**src/rtl/viterbi_pkg.sv**
```systemverilog
// viterbi_pkg: trellis constants, types and encoder FSM states shared by the
// convolutional encoder and the Viterbi decoder chain.
package viterbi_pkg;
    localparam int K          = 3;
    localparam int NUM_STATES = 4;
    localparam int TAIL_LEN   = K - 1;
    localparam int TAIL_CNT_W = (TAIL_LEN > 1) ? $clog2(TAIL_LEN) : 1;
    localparam logic [2:0] DEFAULT_G0 = 3'b111;
    localparam logic [2:0] DEFAULT_G1 = 3'b101;
    typedef logic [1:0] trellis_state_t;
    typedef logic [1:0] symbol_t;
    typedef enum logic [1:0] {IDLE, DATA, TAIL} enc_fsm_t;
endpackage

```
**src/rtl/conv_enc_branch.sv**
```systemverilog
// conv_enc_branch: one trellis branch, (input bit, state {s1,s0}) -> (symbol, next state).
// Shared with the decoder BMU so both ends use the same branch labelling.
module conv_enc_branch
    import viterbi_pkg::*;
#(
    parameter logic [2:0] G0_POLY = DEFAULT_G0,
    parameter logic [2:0] G1_POLY = DEFAULT_G1
) (
    input  logic       b,
    input  logic [1:0] state,
    output logic [1:0] sym,
    output logic [1:0] next_state
);
    assign sym        = {^(G0_POLY & {b, state}), ^(G1_POLY & {b, state})};
    assign next_state = {b, state[1]};
endmodule

```
**src/rtl/conv_encoder.sv**
```systemverilog
// conv_encoder: rate-1/2, K=3 convolutional encoder with zero-tail termination
// and a single registered valid/ready output stage.
module conv_encoder
    import viterbi_pkg::*;
#(
    parameter logic [2:0] G0_POLY = DEFAULT_G0,
    parameter logic [2:0] G1_POLY = DEFAULT_G1
) (
    input  logic       clk,
    input  logic       rst_n,
    input  logic       bit_i,
    input  logic       bit_valid_i,
    input  logic       bit_last_i,
    output logic       bit_ready_o,
    output logic [1:0] sym_o,
    output logic       sym_valid_o,
    output logic       sym_last_o,
    input  logic       sym_ready_i,
    output logic [1:0] state_o,
    output logic       busy_o
);
    enc_fsm_t              fsm, fsm_nxt;
    trellis_state_t        state, br_next;
    symbol_t               br_sym;
    logic [TAIL_CNT_W-1:0] tail_cnt, tail_cnt_nxt;
    logic                  ld_ok, accept, tail_load, load, enc_bit, final_tail;

    conv_enc_branch #(.G0_POLY(G0_POLY), .G1_POLY(G1_POLY)) u_branch (
        .b          (enc_bit),
        .state      (state),
        .sym        (br_sym),
        .next_state (br_next)
    );

    assign ld_ok   = !sym_valid_o || sym_ready_i;
    assign state_o = state;
    assign busy_o  = fsm != IDLE;

    always_comb begin
        bit_ready_o  = (fsm == IDLE || fsm == DATA) && ld_ok;
        accept       = bit_valid_i && bit_ready_o;
        tail_load    = (fsm == TAIL) && ld_ok;
        load         = accept || tail_load;
        enc_bit      = (fsm == TAIL) ? 1'b0 : bit_i;
        final_tail   = tail_load && (tail_cnt == TAIL_CNT_W'(TAIL_LEN - 1));
        fsm_nxt      = fsm;
        tail_cnt_nxt = tail_cnt;
        case (fsm)
            IDLE: if (accept) fsm_nxt = bit_last_i ? TAIL : DATA;
            DATA: if (accept && bit_last_i) fsm_nxt = TAIL;
            TAIL: if (tail_load) begin
                fsm_nxt      = final_tail ? IDLE : TAIL;
                tail_cnt_nxt = final_tail ? '0 : tail_cnt + 1'b1;
            end
            default: fsm_nxt = IDLE;
        endcase
    end

    // The trellis state advances only together with a symbol load, so
    // backpressure freezes both in lockstep.
    always_ff @(posedge clk or negedge rst_n) begin
        if (!rst_n) begin
            fsm         <= IDLE;
            tail_cnt    <= '0;
            state       <= '0;
            sym_o       <= '0;
            sym_valid_o <= 1'b0;
            sym_last_o  <= 1'b0;
        end else begin
            fsm      <= fsm_nxt;
            tail_cnt <= tail_cnt_nxt;
            if (load) begin
                state       <= br_next;
                sym_o       <= br_sym;
                sym_valid_o <= 1'b1;
                sym_last_o  <= final_tail;
            end else if (sym_ready_i) begin
                sym_valid_o <= 1'b0;
            end
        end
    end
endmodule

```
**config.mk**
```make
export PLATFORM = sky130hd
export DESIGN_NAME = conv_encoder
export DESIGN_NICKNAME = d
export VERILOG_FILES = /design/src/rtl/viterbi_pkg.sv /design/src/rtl/conv_enc_branch.sv /design/src/rtl/conv_encoder.sv
export SDC_FILE = /design/constraint.sdc
export NUM_CORES = 1
export LEC_CHECK = 0
export ABC_AREA = 1
export CAP_MARGIN = 20
export CORE_AREA = 2 2 39 41
export CTS_CLUSTER_SIZE = 14
export DETAILED_ROUTE_END_ITERATION = 8
export DIE_AREA = 0 0 41 43
export PLACE_DENSITY = 0.66
export REMOVE_ABC_BUFFERS = 1
export SETUP_SLACK_MARGIN = 0.4
export SLEW_MARGIN = 15
export SYNTH_ARGS = -nofsm -noshare
export SYNTH_HDL_FRONTEND = slang
export SYNTH_SLANG_ARGS = --single-unit
export TNS_END_PERCENT = 50
```
**constraint.sdc**
```tcl
create_clock -name clk -period 1.6 [get_ports clk]
set_input_delay 0.4 -clock clk [delete_from_list [all_inputs] [get_ports clk]]
set_output_delay 0.4 -clock clk [all_outputs]
set_load 0.05 [all_outputs]
```
==> impl_metrics.py <==
metrics = {
    "run_status": {
        "outcome": "finished clean",
    },
    "cells_and_area": {
        "final.fill_count": 137,
        "antenna_cells_inserted": 0,
        "final_design_area_no_fill_sq_um": 817,
        "design.final.nets": 95,
        "area_delta_synth_final_pct": 70.5,
        "post_route_cells_drive_above_1_share": 0.398,
    },
    "timing": {
        "setup_repair_after_global_routing_missed_its_margin": "yes",
        "fin_hold_viols": 0,
        "max-slew-margin-rel": 0.720,
        "clock-skew-final_ns": 0.00504,
        "min_period_over_period": 0.884,
        "timing.final.crit_period_ns": 1.42,
        "hold_slack_ns": 0.447,
        "setup_viol_count_final": 0,
        "worstMarginPinSlew_ns": 0.419,
        "slew_viol_final": 0,
        "maxClockFrequency_ghz": 0.707,
    },
    "global_routing": {
        "global_route_wire_length_before_repair_microns": 1910,
        "grt_antenna_before_repair": 0,
        "grt_max_degree": 10,
        "grt_util_all_layers": 0.161,
        "globalRouteOverflowTotal": 0,
        "grt_pass1_vias": 476,
    },
    "clock_network": {
        "clock_tree.buffer_depth": 2,
        "cts_made_buffers": 3,
        "htree_levels": 1,
        "hold_bufs_at_cts": 0,
        "clk_root_buffer_cell": "sky130_fd_sc_hd__clkbuf_4",
        "path_clk_slew_ns": 0.06,
        "tritoncts": "done",
        "insertion_delay_ns": 0.25,
        "tritoncts_num_sinks": 9,
    },
    "yosys": {
        "ys_top_cells_by_count": "sky130_fd_sc_hd__nand2_1, sky130_fd_sc_hd__dfrtp_1, sky130_fd_sc_hd__nor2_1",
        "mappedNetlistArea_sq_um": 479,
        "syn_inst": 64,
        "synth-async-reset-ratio": 1.00,
        "synth.yosys.warnings": 0,
        "syn_area_per_cell_sq_um": 7.49,
        "synth_enable_flop_cells": 0,
        "synth_sequential_area_ratio": 0.470,
        "top_count_cell_post_synth": "sky130_fd_sc_hd__nand2_1",
        "netlist.top_cell.by_area": "sky130_fd_sc_hd__dfrtp_1",
        "count_of_different_cell_masters_after_synthesis": 15,
        "synth_top_cell_area_share": 0.470,
        "postSynth.topFlopCell": "sky130_fd_sc_hd__dfrtp_1",
        "yosys-top-cells-area": "sky130_fd_sc_hd__dfrtp_1, sky130_fd_sc_hd__nand2_1, sky130_fd_sc_hd__nor2_1",
        "ys_seq_elements": 9,
    },
    "setup_path": {
        "cp_data_arrival_time_ns": 1.02,
        "crit_required_ns": 1.20,
        "critical_path.slowest_cell": "sky130_fd_sc_hd__dfrtp_1",
        "worstPathMaxFanout": 2,
        "path_class": "reg -> out",
        "critical-path-max-stage-delay_ns": 0.39,
        "cp_common_cell": "sky130_fd_sc_hd__nor2_4",
        "worstPathCellList": "inv_2, nor2_4, nor2_4, buf_12",
        "crit_path_start_kind": "flop",
        "worstSetupEndpointType": "output port",
    },
    "route": {
        "routed_wirelength_microns": 1150,
        "drt-wirelength-per-cell_microns": 11.0,
        "antenna_left": 0,
        "drc_errors": 0,
        "detail_route.vias_per_cell": 4.69,
        "via_count": 488,
        "drt_iter0_drc": 3,
        "dr.pass1.iters": 4,
    },
    "die": {
        "floorplan.initialDensity": 0.346,
        "die-area_sq_um": 1760,
        "row_count": 14,
        "design.portCount": 14,
        "fp.dieW_microns": 41,
        "die_h_microns": 43,
        "core_region_area_sq_um": 1380,
    },
    "placed_design": {
        "routabilityCongestion": 0.665,
        "count_of_input_and_output_buffers": 13,
        "placement.cell_area_sq_um": 717,
        "place.detailed.hpwl_microns": 813,
    },
    "power": {
        "cellLeakagePower_nw": 0.411,
        "worst_ir_drop_vdd_mv": 1.18,
        "cell_pwr_density_nw_per_um2": 2510,
    },
    "flow_run": {
        "max_cap_violations": 0,
    },
    "worst_hold_path": {
        "min_path_type": "in -> async",
    },
}
==> area by class of cell <==
type                            count  area, sq um  area share
Timing Repair Buffer               20          262       0.320
Multi-Input combinational cell     47          246       0.302
Clock buffer                        4         26.3      0.0322
Tap cell                           16         20.0      0.0245
Inverter                            8         32.5      0.0398
Sequential cell                     9          230       0.282
==> per-stage QoR <==
stage / setup TNS [ns] / setup WS, ns / power, W / util / instances
after floorplan: -2.44 / -0.413 / 0.00115 / - / 64
after global placement: -0.325 / -0.115 / 0.00169 / 0.518 / 94
after detailed placement: -0.379 / -0.118 / 0.00172 / 0.518 / 94
after CTS: 0 / 0.131 / 0.00203 / 0.580 / 104
after global routing: 0 / 0.144 / 0.00220 / 0.590 / 104
final: 0 / 0.185 / 0.00205 / 0.590 / 104
==> logic make-up (layout without fill, tap and decap cells) <==
logic type | Yosys count | count (layout) | synth area share
AND/OR/NAND/NOR | 42 | 42 | 0.400
buffers and inverters | 8 | 32 | 0.0627
AO/OA/AOI/OAI | 4 | 4 | 0.0496
XOR/XNOR | 1 | 1 | 0.0183
flip-flops | 9 | 9 | 0.470
==> cell usage in the layout (no fill, tap or decap) <==
master,n
sky130_fd_sc_hd__dlygate4sd2_1,1
sky130_fd_sc_hd__clkdlybuf4s50_1,4
sky130_fd_sc_hd__buf_4,7
sky130_fd_sc_hd__dfrtp_1,5
sky130_fd_sc_hd__nand3b_1,1
sky130_fd_sc_hd__nand2_4,2
sky130_fd_sc_hd__nand2_2,3
sky130_fd_sc_hd__o21ai_2,1
sky130_fd_sc_hd__xnor2_1,1
sky130_fd_sc_hd__inv_1,4
sky130_fd_sc_hd__nand2_1,22
sky130_fd_sc_hd__dfrtp_2,4
sky130_fd_sc_hd__clkbuf_4,3
sky130_fd_sc_hd__inv_2,3
sky130_fd_sc_hd__clkbuf_1,1
sky130_fd_sc_hd__buf_12,8
sky130_fd_sc_hd__o21ai_0,3
sky130_fd_sc_hd__nand3_1,4
sky130_fd_sc_hd__nor2_4,3
sky130_fd_sc_hd__inv_4,1
sky130_fd_sc_hd__nand4_1,1
sky130_fd_sc_hd__nor2_1,6
==> sequential cells by signal, summed over array words and instances, names as in the netlist <==
name / cells
tail_cnt: 1
sym_o: 2
sym_valid_o: 1
sym_last_o: 1
state_o: 2
fsm: 2
==> power breakdown <==
| part | switching [W] | internal (W) |
|---|---|---|
| Clock | 0.0000716 | 0.0000956 |
| Sequential | 0.000116 | 0.000345 |
| Combinational | 0.000778 | 0.000645 |
| Total | 0.000966 | 0.00109 |
==> path summary, 6_finish.rpt <==
kind / startpoint / to / slack, ns / cells past startpoint
worst max-delay path: sym_valid_o / bit_ready_o / 0.18 / 4
worst min-delay path: rst_n / sym_last_o / 0.45 / 1
worst max register to register: fsm[1] / fsm[1] / 0.41 / 8
worst min register to register: tail_cnt / tail_cnt / 0.47 / 1
max in group asynchronous: rst_n / fsm[0] / 0.83 / 1
min in group clk: tail_cnt / tail_cnt / 0.47 / 1
==> metal layers <==
layer | vias up | wire length, microns | track usage | part of all wire
li1 | 246 | - | - | -
met2 | 11 | 619 | 0.250 | 0.54
met1 | 231 | 485 | 0.203 | 0.42
met5 | - | 0 | 0 | 0
met3 | 0 | 44 | 0.0314 | 0.038
met4 | 0 | 0 | 0.0800 | 0
==> what timing repair did <==
action                     in CTS  in global routing
setup endpoints to repair      15                 14
setup buffers                   6                  0
pin swaps                       3                  1
resized for setup               7                  6
==> worst max-delay path: cells and delay by family, from the launching register on <==
family / cells / cell delay (ns)
buffers and inverters: 2 / 0.22
DFF: 1 / 0.39
and+or+nand+nor: 2 / 0.16
(Power assumes the default switching activity.)
